--- src/rtl/dbus_arbiter.sv ---
// Two-master / three-slave data-bus arbiter: round-robin grant, address decode,
// illegal-access rejection and one-cycle read-return sequencing.
module dbus_arbiter #(
  parameter logic [31:0] DM_MIN  = 32'h0000_0000,
  parameter logic [31:0] DM_MAX  = 32'h0000_2FFF,
  parameter logic [31:0] TC0_MIN = 32'h0000_7F00,
  parameter logic [31:0] TC0_MAX = 32'h0000_7F0B,
  parameter logic [31:0] TC1_MIN = 32'h0000_7F10,
  parameter logic [31:0] TC1_MAX = 32'h0000_7F1B
) (
  input  logic        clk_i,
  input  logic        rst_ni,
  input  logic        m0_req_i,
  input  logic        m0_we_i,
  input  logic [31:0] m0_addr_i,
  input  logic [31:0] m0_wdata_i,
  input  logic [3:0]  m0_byteen_i,
  input  logic        m1_req_i,
  input  logic        m1_we_i,
  input  logic [31:0] m1_addr_i,
  input  logic [31:0] m1_wdata_i,
  input  logic [3:0]  m1_byteen_i,
  output logic        m0_gnt_o,
  output logic        m0_rvalid_o,
  output logic [31:0] m0_rdata_o,
  output logic        m0_err_o,
  output logic        m1_gnt_o,
  output logic        m1_rvalid_o,
  output logic [31:0] m1_rdata_o,
  output logic        m1_err_o,
  output logic        s_dm_sel_o,
  output logic        s_tc0_sel_o,
  output logic        s_tc1_sel_o,
  output logic        s_we_o,
  output logic [31:0] s_addr_o,
  output logic [31:0] s_wdata_o,
  output logic [3:0]  s_byteen_o,
  input  logic [31:0] s_dm_rdata_i,
  input  logic [31:0] s_tc0_rdata_i,
  input  logic [31:0] s_tc1_rdata_i
);

  typedef enum logic {IDLE, RD_WAIT} state_e;

  state_e      state_q;
  logic        rr_last_q;   // 0 = M0 granted last, 1 = M1
  logic        rd_mst_q;
  logic [2:0]  rd_sel_q;    // {tc1, tc0, dm}
  logic        rd_ill_q;

  logic        idle_act, rd_act, gnt0, gnt1, any_gnt, g_mst, g_we;
  logic [31:0] g_addr, g_wdata, tc_off, rd_data;
  logic [3:0]  g_be;
  logic        hit_dm, hit_tc0, hit_tc1, ill, legal;
  logic [2:0]  hit_vec;

  // Offset compare keeps a zero lower bound from producing a constant compare.
  function automatic logic in_rng(input logic [31:0] a, lo, hi);
    return (a - lo) <= (hi - lo);
  endfunction

  always_comb begin
    // Comb outputs are gated by reset so an asserted reset silences the bus at once.
    idle_act = rst_ni && (state_q == IDLE);
    rd_act   = rst_ni && (state_q == RD_WAIT);
    gnt0     = idle_act && m0_req_i && (!m1_req_i || rr_last_q);
    gnt1     = idle_act && m1_req_i && (!m0_req_i || !rr_last_q);
    any_gnt  = gnt0 || gnt1;
    g_mst    = gnt1;
    g_we     = g_mst ? m1_we_i     : m0_we_i;
    g_addr   = g_mst ? m1_addr_i   : m0_addr_i;
    g_wdata  = g_mst ? m1_wdata_i  : m0_wdata_i;
    g_be     = g_mst ? m1_byteen_i : m0_byteen_i;

    hit_dm   = in_rng(g_addr, DM_MIN,  DM_MAX);
    hit_tc0  = in_rng(g_addr, TC0_MIN, TC0_MAX);
    hit_tc1  = in_rng(g_addr, TC1_MIN, TC1_MAX);
    hit_vec  = {hit_tc1, hit_tc0, hit_dm};
    tc_off   = hit_tc1 ? (g_addr - TC1_MIN) : (g_addr - TC0_MIN);

    ill = !(hit_dm || hit_tc0 || hit_tc1)
       || ((hit_tc0 || hit_tc1) && (g_be != 4'b1111))
       || ((hit_tc0 || hit_tc1) && g_we && (tc_off >= 32'd8))
       || (g_be == 4'b0000)
       || ((g_be == 4'b1111) && (g_addr[1:0] != 2'b00));
    legal = any_gnt && !ill;

    {s_tc1_sel_o, s_tc0_sel_o, s_dm_sel_o} = legal ? hit_vec : 3'b000;
    s_we_o     = legal && g_we;
    s_addr_o   = legal ? g_addr  : 32'h0;
    s_wdata_o  = legal ? g_wdata : 32'h0;
    s_byteen_o = legal ? g_be    : 4'h0;

    rd_data = 32'h0;
    if (!rd_ill_q) begin
      unique case (rd_sel_q)
        3'b001:  rd_data = s_dm_rdata_i;
        3'b010:  rd_data = s_tc0_rdata_i;
        3'b100:  rd_data = s_tc1_rdata_i;
        default: rd_data = 32'h0;
      endcase
    end

    m0_gnt_o    = gnt0;
    m1_gnt_o    = gnt1;
    m0_rvalid_o = rd_act && !rd_mst_q;
    m1_rvalid_o = rd_act &&  rd_mst_q;
    m0_rdata_o  = m0_rvalid_o ? rd_data : 32'h0;
    m1_rdata_o  = m1_rvalid_o ? rd_data : 32'h0;
    m0_err_o    = (gnt0 && g_we && ill) || (m0_rvalid_o && rd_ill_q);
    m1_err_o    = (gnt1 && g_we && ill) || (m1_rvalid_o && rd_ill_q);
  end

  always_ff @(posedge clk_i or negedge rst_ni) begin
    if (!rst_ni) begin
      state_q   <= IDLE;
      rr_last_q <= 1'b1;
      rd_mst_q  <= 1'b0;
      rd_sel_q  <= 3'b000;
      rd_ill_q  <= 1'b0;
    end else begin
      unique case (state_q)
        IDLE: begin
          if (any_gnt) begin
            rr_last_q <= g_mst;
            if (!g_we) begin
              rd_mst_q <= g_mst;
              rd_sel_q <= ill ? 3'b000 : hit_vec;
              rd_ill_q <= ill;
              state_q  <= RD_WAIT;
            end
          end
        end
        RD_WAIT: state_q <= IDLE;
        default: state_q <= IDLE;
      endcase
    end
  end

endmodule

--- config.mk ---
export PLATFORM = sky130hd
export DESIGN_NAME = dbus_arbiter
export DESIGN_NICKNAME = d
export VERILOG_FILES = /design/src/rtl/dbus_arbiter.sv
export SDC_FILE = /design/constraint.sdc
export NUM_CORES = 1
export LEC_CHECK = 0
export ABC_AREA = 1
export CAP_MARGIN = 20
export CORE_AREA = 3 3 146 148
export CTS_CLUSTER_DIAMETER = 40
export DETAILED_ROUTE_END_ITERATION = 8
export DIE_AREA = 0 0 149 151
export PLACE_DENSITY_LB_ADDON = 0.3
export RECOVER_POWER = 25
export SLEW_MARGIN = 20
export SYNTH_ARGS = -nofsm -noshare
export SYNTH_HDL_FRONTEND = slang
export SYNTH_SLANG_ARGS = --single-unit
--- constraint.sdc ---
create_clock -name clk_i -period 9.3 [get_ports clk_i]
set_clock_uncertainty 0.1 [all_clocks]
set_input_delay 0.93 -clock clk_i [delete_from_list [all_inputs] [get_ports clk_i]]
set_output_delay 0.93 -clock clk_i [all_outputs]
set_load 0.005 [all_outputs]
# [Word level (Yosys, flattened, before mapping)]
# Index checks and enable logic that the tools add are counted.
[word_totals] regBits=7 mem_count=0 wordCells=77 ramBits=0 mem_bits_ro=0 latchBits=0
[op_classes] n_eq_ne=5 order_cmp=4 shifts=0 n_addsub=2 n_bitwise=2 n_mux=17 div_mod_pow=0 multipliers=0 reduce_logical=42
[ops] operator="two-way mux 32 bit" n=8
[ops] operator="case mux 32 bit (3 select lines)" n=1
[ops] operator="less-or-equal comparator 32 x 4 -> 1 bit (second input constant)" n=2
[ops] operator="subtractor 32 x 15 -> 32 bit (second input constant)" n=2
[ops] operator=">= comparator 32 x 4 -> 1 bit (second input constant)" n=1
[ops] operator="less-or-equal comparator 32 x 14 -> 1 bit (second input constant)" n=1
[ops] operator="logical AND 1 bit" n=20
[ops] operator="logical OR 1 bit" n=12
[ops] operator="two-way mux 4 bit" n=2
[ops] operator="zero test 1 bit" n=6
[ops] operator="two-way mux 3 bit" n=2
[ops] operator="equality test 4 bit (second input constant)" n=1
[ops] operator="zero test 4 bit" n=1
[ops] operator="!= test 4 bit (second input constant)" n=1
[ops] operator="equality test 3 x 1 -> 1 bit (second input constant)" n=1
[ops] operator="equality test 3 x 2 -> 1 bit (second input constant)" n=1
[ops] operator="equality test 3 bit (second input constant)" n=1
[ops] operator="two-way mux 1 bit" n=3
[ops] operator="AND reduction 3 bit" n=1
[ops] operator="NOT 1 bit" n=2
[ops] operator="case mux 1 bit (2 select lines)" n=1
[ops] operator="AND reduction 2 bit" n=1
[ops] operator="nonzero test 2 bit" n=1

# [Logic depth before layout (Yosys ltp)]
# Gate-level depths: netlist of the first run.
[logic_depth] ltp_word=17 depth_mapped=26 mapped_depth_nobuf=25

# [Worst setup path before layout of the first run]
# OpenSTA, ideal clock, no wires.
[synth_path] kind="input to output" startpoint="input port m1_req_i" endpoint="output port s_addr_o[10]" arrival_time_ns=3.593 path_stages=24 required_ns=8.270 slack_ns=4.677 cell_sequence="buf_4 -> nand4_4 -> inv_2 -> o21ai_2 -> inv_1 -> ha_1 -> nand3_1 -> nor2_4 -> nand3_1 -> clkinv_1 -> nand2_1 -> nand2_1 -> nand2_1 -> nand2_1 -> nor2_1 -> nand2_1 -> nor2_2 -> nand3_2 -> a21oi_1 -> nor2_4 -> nand3_2 -> buf_6 -> buf_12 -> nor2_4"
[synth_between] elab_chain_cells=15 word_cells_on_any_way=35 classes_between="add/sub: 2; order compare: 4; eq/ne: 2; mux: 5; reduce/logical: 22"
[synth_rtl] element="start, declared" line_no="18" text="input logic m1_req_i,"
[synth_rtl] element="logical AND 1 bit * (2 in a row)" line_no="67" text="gnt1 = idle_act && m1_req_i && (!m0_req_i || !rr_last_q);"
[synth_rtl] element="net m1_gnt_o" line_no="27" text="output logic m1_gnt_o,"
[synth_rtl] element="parallel branches: the longest is 12 deep, another holds subtractor 32 x 15 -> 32 bit"
[synth_rtl] element="two-way mux 32 bit *" line_no="90" text="s_addr_o = legal ? g_addr : 32'h0;"
[synth_rtl] element="end, declared" line_no="35" text="output logic [31:0] s_addr_o,"
# Mark *: on every way through the listed nets, which the timed path passes.

# [Worst setup path in the final report of the first run]
[layout_path] startpoint="input port m0_req_i" endpoint="output port s_wdata_o[5]"
[layout_between] elab_chain_cells=16 word_cells_on_any_way=36 classes_between="add/sub: 2; order compare: 4; eq/ne: 2; mux: 6; reduce/logical: 22"
[layout_rtl] element="start, declared" line_no="13" text="input logic m0_req_i,"
[layout_rtl] element="parallel branches: the longest is 15 deep, another holds subtractor 32 x 15 -> 32 bit"
[layout_rtl] element="two-way mux 32 bit *" line_no="91" text="s_wdata_o = legal ? g_wdata : 32'h0;"
[layout_rtl] element="end, declared" line_no="36" text="output logic [31:0] s_wdata_o,"
# Mark *: on every way between the ends.

==> results_dict.tcl, run 1 <==
set metrics [dict create \
    yosysUniqueCellTypes 38 \
    core_area_um2 20170 \
    p_comb_share_pct 73.6 \
    p_leak_nw 3.880 \
    fin_crit_ps 7752 \
    r2r-start "rr_last_q" \
    fin_crit_sh_pct 83.35 \
    synth_area_leaders "nand2_1 26%, nor2_4 11%, nor2_1 9.7%" \
    cts.sinks 7 \
    p_per_area_nw_per_um2 47.45 \
    routed_via_density 4.536 \
    async_reset_ff_share_pct 100.0 \
    clk_pin_slew_ps 30 \
    yosysMostFrequentCell "nand2_1" \
    overflow 0 \
    maxSlewHeadroom_pct -3.610 \
    route.detailed.drc 0 \
    yosysTopAreaCell "nand2_1" \
    cp.required_ps 8270 \
    antenna_found_initial 4 \
    ctsHoldBuffers 0 \
    peakVddDrop_mv 0.04134 \
    startpoint_type "input pin" \
    clockBufferDepth 2 \
    setup_tns_ps 0 \
    dr.first_iter.drc_count 353 \
    post-cts-setup-buffer-count 0 \
    ys_warn_count 0 \
    die_w_um 149 \
    failed_checks "capacitance limit, slew limit" \
    synth_common_cells "354 x nand2_1, 129 x nor2_1, 86 x inv_1" \
    grt_max_degree 53 \
    rr_worst_depth 21 \
    port_buffers 363 \
    cts_resized 0 \
    layout-drive-gt1-share_pct 9.240 \
    track_usage_pct 19.49 \
    p_sw_mw 0.1827 \
    timing.fmax_mhz 129.0 \
    synthFlopType "dfrtp_1" \
    worstSetupEndpointType "primary output" \
    hp-class "register to register" \
    io_pins 380 \
    routed_wl_mm 23.65 \
    maxCapViolCount 1 \
    synth_edf_count 0 \
    cts_tree "done" \
    regArea_um2 176.4 \
    seqPwrFrac_pct 8.8 \
    ant_nets 0 \
    cp.arrival_ps 6720 \
    r2r_setup_slack_ps 4720 \
    grt_pass1_wl_mm 35.71 \
    row_count 52 \
    multi_input_area_um2 4129 \
    cts_max_level 1 \
    synth_cells 943 \
    min-delay-start "rr_last_q" \
    drv_slew 33 \
    initial_core_util_pct 24.88 \
    dieArea_um2 22500 \
    clk_latency_ps 230 \
    synth_area_per_cell_um2 5.321 \
    first_global_vias 6871 \
    hold_depth 2 \
    seq_area_frac_synth_pct 3.516 \
    nFillCells 2118 \
    syn_to_final_growth_pct 75.76 \
    place_congestion 0.9834 \
    place_ws_ps 1834 \
    worst_pin_slew_ps 1554 \
    fin_nets 1521 \
    path_class "input pin to primary output" \
    cts_buffers 3 \
    p_sw_share_pct 43.67 \
    status "finished, violations left" \
    die_y_um 151 \
    hold_viol_final 0 \
    r2r-end "rd_sel_q[2]" \
    post_drt_wl_per_cell_um 15.26 \
    root_buffer "clkbuf_16" \
    synth_top_area_share_pct 26.48 \
    clkPwrFrac_pct 17.6 \
    ys_ff_latch 7 \
    crit_fanout 52 \
    dp_hpwl_mm 19.92 \
    setup_violations 0 \
    first_pass_iters 7 \
    intPower_mw 0.2357 \
    synth_area_um2 5017 \
    min_to "rr_last_q" \
    vias 7031 \
    rsz0062_at_grt "no" \
    setup_slack_ps 1548 \
]
## flip-flops by register name, indices dropped and copies added (netlist names)
| signal | cells |
|---|---|
| rd_sel_q | 3 |
| rd_ill_q | 1 |
| rd_mst_q | 1 |
| rr_last_q | 1 |
| state_q | 1 |
## power groups by stage
stage | Combinational (mW) | Sequential, mW | Clock, mW
after floorplan | 0.169 | 0.0365 | 0
after global placement | 0.307 | 0.0376 | 0
after detailed placement | 0.308 | 0.0372 | 0
after CTS | 0.309 | 0.0369 | 0.0743
after global routing | 0.340 | 0.0372 | 0.0763
final | 0.308 | 0.0368 | 0.0737
## metal layers
metal  global-route usage, %  share of wire, %
met1                   24.32                42
met2                   34.78                49
met3                   4.608               7.6
met4                   3.066               1.4
met5                       0              0.12
## worst max-delay path by stage
stage / startpoint / to / cells past startpoint
floorplan: m1_req_i / s_addr_o[10] / 24
global placement: m0_req_i / s_wdata_o[13] / 25
detailed placement: m0_req_i / s_wdata_o[5] / 25
CTS: m0_req_i / s_wdata_o[5] / 25
global route: m0_req_i / s_wdata_o[5] / 25
finish: m0_req_i / s_wdata_o[5] / 25
## through the flow
step / cell area [um^2] / instances / utilization, % / hold WS, ps / power, mW
6_report: 8818 / 1550 / 43.72 / 387.0 / 0.4185
5_1_grt: 8813 / 1548 / 43.70 / 412.1 / 0.4534
4_1_cts: 8790 / 1546 / 43.58 / 393.9 / 0.4201
3_5_place_dp: 8711 / 1542 / 43.19 / 388.8 / 0.3451
3_3_place_gp: 8711 / 1542 / 43.19 / 391.6 / 0.3447
2_1_floorplan: 5074 / 958 / - / 353.9 / 0.2054
## logic make-up (layout without fill, tap and decap cells)
family / Yosys count / after routing / share of synthesized area (%)
buffers and inverters: 154 / 473 / 15.61
adder cells (fa/ha/maj): 5 / 5 / 1.247
flip-flops: 7 / 7 / 3.516
other: 1 / 19 / 0.07474
XOR/XNOR: 5 / 5 / 0.8728
multiplexers: 36 / 36 / 7.182
AND/OR/NAND/NOR: 700 / 700 / 67.33
AO/OA/AOI/OAI: 35 / 35 / 4.165
## layout by cell type, fill, tap and decap left out, drive strengths merged, types with 6 or more instances in the layout
| cell | instances |
|---|---|
| inv | 93 |
| o21ai | 24 |
| conb | 16 |
| dfrtp | 6 |
| nor3 | 7 |
| buf | 10 |
| nor2 | 189 |
| a21oi | 7 |
| nand4 | 37 |
| mux2i | 36 |
| nand2 | 372 |
| nand3 | 90 |
| clkdlybuf4s50 | 339 |
| dlygate4sd3 | 24 |
## layout make-up
class / instances / share of cell area, %
sequential: 7 / 2.001
tap: 270 / 3.831
clock buffer: 4 / 0.8939
timing repair buffer: 374 / 42.32
multi-input combinational: 797 / 46.82
inverter: 95 / 4.044
antenna: 3 / 0.08513
## worst max-delay path, stage by stage
cell and delay [ps]:
clkdlybuf4s50_1 490, nand2_1 560, nand4_4 340, buf_4 540
nand2_1 130, nand2_2 140, ha_1 210, nand3_1 160
nor2_4 180, nand3_1 180, nand2_1 100, nand2_1 50
nand2_1 70, nand2_1 50, nor2_1 130, nand2_1 90
nor2_2 160, nand3_2 160, nand3_2 100, nand2_2 70
nor2_4 160, nand3_4 570, buf_4 500, nor2_4 110
clkdlybuf4s50_1 510
No activity file was read; power rests on OpenSTA's default activity.
==> run 2, diff against run 1 <==
==> constraint.sdc (replaced) <==
create_clock -name clk_i -period 6.9 [get_ports clk_i]
set_clock_uncertainty 0.1 [all_clocks]
set_input_delay 0.69 -clock clk_i [delete_from_list [all_inputs] [get_ports clk_i]]
set_output_delay 0.69 -clock clk_i [all_outputs]
set_load 0.005 [all_outputs]
==> run 2 against run 1 <==
The run still ends with capacitance limit, slew limit left; critical path depth rose by 1; clock power is 33% higher; global-route usage is 0.28 points lower; via count rose by 0.38%; final cell count increased by 0.26%; count of clock-buffer cells in the layout unchanged; first-iteration DRC count grew 16%; total power grew 35%.
==> results_dict.tcl, run 2 (same netlist as run 1, synthesis figures left out) <==
set metrics [dict create \
    layout_commonest_cell "nand2_1" \
    fin_nets 1527 \
    cp_slowest_stage_delay_ps 750 \
    largest_reg_flops 3 \
    seqPwrFrac_pct 8.8 \
    root_buffer "clkbuf_16" \
    cts.sinks 7 \
    post-cts-setup-buffer-count 0 \
    cp.required_ps 6110 \
    worstSetupEndpointType "primary output" \
    cpMostUsedCell "nand2_1" \
    layout-drive-gt1-share_pct 9.587 \
    ant_nets 0 \
    p_leak_nw 3.879 \
    place_congestion 0.9479 \
    nFillCells 2171 \
    intPower_mw 0.3214 \
    fin_crit_ps 6253 \
    wl_met2_mm 11.68 \
    antenna_found_initial 2 \
    final_cell_mix "354 x nand2_1, 343 x clkdlybuf4s50_1, 129 x nor2_1, 86 x inv_1, 84 x nand3_1" \
    core_area_um2 20170 \
    io_pins 380 \
    met3_length_mm 1.724 \
    overflow 0 \
    routed_wl_mm 23.36 \
    row_count 52 \
    fin_hold_ws_ps 382.4 \
    grt_max_degree 36 \
    clk_latency_ps 230 \
    drv_slew 33 \
    hold_viol_final 0 \
    wl_met1_mm 9.652 \
    clk_pin_slew_ps 40 \
    crit_fanout 21 \
    routed_via_density 4.542 \
    routed.top_layer "met5" \
    timing.fmax_mhz 159.9 \
    syn_to_final_growth_pct 76.06 \
    die_w_um 149 \
    cts_resized 0 \
    worst_pin_slew_ps 1608 \
    peakVddDrop_mv 0.08527 \
    path_class "input pin to primary output" \
    vias 7058 \
    maxCapViolCount 1 \
    status "finished, violations left" \
    hp-class "register to register" \
    die_y_um 151 \
    setup_violations 0 \
    critPathTopFamily "simple AND/OR/NAND/NOR gates" \
    p_sw_share_pct 42.99 \
    largest-register "rd_sel_q" \
    track_usage_pct 19.22 \
    clockBufferDepth 2 \
    port_buffers 363 \
    cts_buffers 3 \
    grt_pass1_wl_mm 35.30 \
    fin_crit_sh_pct 90.62 \
    dr.first_iter.drc_count 410 \
    cp.arrival_ps 5460 \
    p_sw_mw 0.2424 \
    startpoint_type "input pin" \
    post_drt_wl_per_cell_um 15.03 \
    cts_max_level 1 \
    ctsHoldBuffers 0 \
    dieArea_um2 22500 \
    critPathBufInv 6 \
    p_per_area_nw_per_um2 63.83 \
    setup_tns_ps 0 \
    cts_tree "done" \
    slowest_stage "clkdlybuf4s50_1" \
    first_global_vias 6698 \
    utilization_pct 43.80 \
    initial_core_util_pct 24.88 \
    p_comb_share_pct 73.9 \
    first_pass_iters 5 \
    rsz0062_at_grt "no" \
    dp_hpwl_mm 19.83 \
    maxSlewHeadroom_pct -7.169 \
    route.detailed.drc 0 \
    failed_checks "capacitance limit, slew limit" \
    clkPwrFrac_pct 17.3 \
]
run 2: power groups by stage:
stage,Clock [mW],Sequential (mW),Combinational [mW]
2_1_floorplan,0,0.0492,0.228
6_report,0.0978,0.0495,0.417
3_5_place_dp,0,0.0498,0.417
3_3_place_gp,0,0.0498,0.416
4_1_cts,0.0992,0.0494,0.418
5_1_grt,0.102,0.0499,0.461
run 2: worst paths after layout:
check / from / end / slack, ps / depth (start not counted)
setup reg to reg: state_q / rd_sel_q[0] / 3110 / 23
setup / recovery: rst_ni / s_tc0_sel_o / 650 / 26
max in group asynchronous: rst_ni / rr_last_q / 5680 / 1
hold / removal: rr_last_q / rr_last_q / 380 / 2
hold reg to reg: rr_last_q / rr_last_q / 380 / 2
min in group asynchronous: rst_ni / rd_ill_q / 680 / 1
run 2: area by class of cell:
class	count	area (um^2)	share of cell area, %
Antenna cell	1	2.502	0.02833
Clock buffer	4	78.83	0.8924
Inverter	95	356.6	4.037
Multi-Input combinational cell	797	4131	46.77
Sequential cell	7	176.4	1.997
Tap cell	270	337.8	3.824
Timing Repair Buffer	380	3750	42.45
run 2: per-layer routing:
layer / global-route usage (%) / vias to the layer above
li1: - / 3616
met1: 24.64 / 3155
met2: 34.44 / 263
met3: 3.621 / 22
met4: 2.426 / 2
met5: 0 / -
run 2: worst register-to-register path, delay by kind of cell, from the launching register on:
kind / cells / cell delay (ps)
buffers and inverters: 4 / 620
adder cells (fa/ha/maj): 1 / 250
flip-flops: 1 / 400
AND/OR/NAND/NOR: 15 / 1740
AO/OA/AOI/OAI: 3 / 530
run 2: through the flow:
step	cell area, um^2	instances	setup slack (ps)	total power [mW]
2_1_floorplan	5074	958	2757	0.2768
3_3_place_gp	8763	1549	625.6	0.4654
3_5_place_dp	8763	1549	603.5	0.4664
4_1_cts	8842	1553	569.7	0.5671
5_1_grt	8831	1553	99.48	0.6126
6_report	8833	1554	647.0	0.5638
==> run 3, diff against run 2 <==
--- a/config.mk
+++ b/config.mk
@@ -11,7 +11,7 @@
 export CTS_CLUSTER_DIAMETER = 40
 export DETAILED_ROUTE_END_ITERATION = 8
 export DIE_AREA = 0 0 149 151
-export PLACE_DENSITY_LB_ADDON = 0.3
+export PLACE_DENSITY = 0.6
 export RECOVER_POWER = 25
 export SLEW_MARGIN = 20
 export SYNTH_ARGS = -nofsm -noshare
==> run 3 against run 2 <==
The flow now finishes without violations; routed wire length grew 4.7%; register-to-register slack got worse by 90 ps; sequential power is essentially flat; maximum frequency fell by 1.7%; sequential share of layout area barely moved; worst setup slack got worse by 110 ps; first-iteration DRC count up 0.24%.
==> results_dict.tcl, run 3 (same netlist as run 1, synthesis figures left out) <==
set metrics [dict create \
    status "complete, no violations" \
    critPathBufInv 5 \
    largest-register "rd_sel_q" \
    worst_pin_slew_ps 997.4 \
    p_sw_mw 0.2478 \
    clockBufferDepth 2 \
    timing.fmax_mhz 157.3 \
    rsz0062_at_grt "no" \
    cts_max_level 1 \
    seqPwrFrac_pct 8.7 \
    layout-drive-gt1-share_pct 9.758 \
    fin_cells 1551 \
    post_drt_wl_per_cell_um 15.76 \
    p_leak_nw 3.913 \
    startpoint_type "input pin" \
    port_buffers 363 \
    cts_tree "done" \
    worstSetupEndpoint "s_addr_o[15]" \
    first_global_vias 6805 \
    clk_pin_slew_ps 40 \
    syn_to_final_growth_pct 76.88 \
    worstSetupEndpointType "primary output" \
    ant_nets 0 \
    route.detailed.drc 0 \
    track_usage_pct 19.82 \
    r2r-start "state_q" \
    r2r_setup_slack_ps 3020 \
    cp.required_ps 6110 \
    cts_buffers 3 \
    root_buffer "clkbuf_16" \
    layout_commonest_cell "nand2_1" \
    grt_pass1_wl_mm 36.24 \
    dieArea_um2 22500 \
    rr_worst_depth 19 \
    antenna_found_initial 4 \
    setup_tns_ps 0 \
    p_comb_share_pct 74.0 \
    path_depth 22 \
    cts.sinks 7 \
    cp.arrival_ps 5570 \
    overflow 0 \
    grt_max_degree 48 \
    cp_cell_sequence "clkdlybuf4s50_1 -> nand4_4 -> inv_2 -> o21ai_2 -> inv_1 -> ha_1 -> nand3_1 -> nor2_4 -> nand4_1 -> nand3_1 -> nand2_1 -> nor2_1 -> nand2_1 -> nor2_2 -> nand3_2 -> nand3_2 -> nand2_2 -> nor2_4 -> nand3_4 -> buf_4 -> nor2_4 -> clkdlybuf4s50_1" \
    p_sw_share_pct 43.52 \
    dp_hpwl_mm 20.26 \
    dp.cells 1546 \
    cts_resized 0 \
    fin_crit_sh_pct 92.15 \
    hold_viol_final 0 \
    largest_reg_flops 3 \
    vias 7063 \
    final_cell_mix "354 x nand2_1, 339 x clkdlybuf4s50_1, 129 x nor2_1, 84 x inv_1, 84 x nand3_1" \
    hp-class "register to register" \
    place_congestion 0.9693 \
    first_pass_iters 5 \
    row_count 52 \
    die_y_um 151 \
    peakVddDrop_mv 0.06296 \
    maxSlewHeadroom_pct 33.09 \
    dr.first_iter.drc_count 411 \
    clkPwrFrac_pct 17.4 \
    routed_wl_mm 24.45 \
    clk_latency_ps 230 \
    p_per_area_nw_per_um2 64.15 \
    die_w_um 149 \
    setup_violations 0 \
    intPower_mw 0.3216 \
    nFillCells 2161 \
    io_pins 380 \
    crit_fanout 16 \
    startpoint "rst_ni" \
    cpMostUsedCell "nor2_4" \
    fin_crit_ps 6358 \
    fin_nets 1525 \
    critPathTopFamily "simple AND/OR/NAND/NOR gates" \
    post-cts-setup-buffer-count 0 \
    maxCapViolCount 0 \
    cp_slowest_stage_delay_ps 760 \
    ctsHoldBuffers 0 \
    diodes 0 \
    initial_core_util_pct 24.88 \
    r2r-end "rd_sel_q[2]" \
    core_area_um2 20170 \
    path_class "input pin to primary output" \
    drv_slew 0 \
    slowest_stage "clkdlybuf4s50_1" \
    routed_via_density 4.554 \
]
-- run 3: cell count changes in the layout (fill, tap and decap cells not counted), moves of 2 or more --
cell	change
buf_4	-3
inv_1	-2
buf_12	+3
clkbuf_1	-3
dlygate4sd3_1	+4
clkdlybuf4s50_1	-4
-- run 3: per-layer routing --
metal	part of all wire, %	vias to the layer above	routed length (um)	global-route usage [%]
met3	7.6	26	1867	4.129
met1	41	3145	10040	25.39
met4	1.2	4	282	2.059
li1	-	3608	-	-
met2	50	280	12230	35.51
met5	0.11	-	27	0
-- run 3: per-stage QoR --
step | hold slack, ps | total power, mW | cell area [um^2] | util [%] | worst slack [ps]
final | 382.5 | 0.5693 | 8875 | 44.00 | 541.7
after detailed placement | 379.1 | 0.4685 | 8778 | 43.52 | 381.7
after floorplan | 294.4 | 0.2768 | 5074 | - | 2757
after global placement | 369.0 | 0.4679 | 8778 | 43.52 | 505.9
after CTS | 385.3 | 0.5696 | 8857 | 43.91 | 367.6
after global routing | 398.3 | 0.6138 | 8875 | 44.00 | 67.69
-- run 3: layout make-up --
class / count / area [um^2] / share of cell area [%]
timing repair buffer: 377 / 3776 / 42.55
inverter: 95 / 356.6 / 4.018
multi-input combinational: 798 / 4149 / 46.75
tap: 270 / 337.8 / 3.807
sequential: 7 / 176.4 / 1.988
clock buffer: 4 / 78.83 / 0.8882
-- run 3: how the worst min path moves through the flow --
stage | from | slack, ps | end | depth (start not counted)
after CTS | rr_last_q | 390 | rr_last_q | 2
after global routing | rr_last_q | 400 | rr_last_q | 2
after detailed placement | rr_last_q | 380 | rr_last_q | 2
final | rr_last_q | 380 | rr_last_q | 2
after global placement | rr_last_q | 370 | rr_last_q | 2
after floorplan | rst_ni | 290 | rd_ill_q | 0
-- run 3: power groups by stage --
stage,sequential (mW),clock (mW),combinational (mW)
finish,0.0493,0.0990,0.421
global placement,0.0495,0,0.418
detailed placement,0.0496,0,0.419
CTS,0.0493,0.0994,0.421
floorplan,0.0492,0,0.228
global route,0.0497,0.103,0.462
-- run 3: worst register-to-register path, stage by stage, from the launching register on --
cell     delay, ps
dfrtp_1        390
inv_1          150
nand4_4        290
inv_2          310
o21ai_2        170
inv_1          130
ha_1           210
nand3_1        160
nor2_4         190
nand4_1        210
nand3_1        150
nand2_1         70
nor2_1         200
nand2_1        110
nor2_2         150
nand3_2        160
a21oi_1        210
nand2_2        190
nand3_1        130
o21ai_0         90
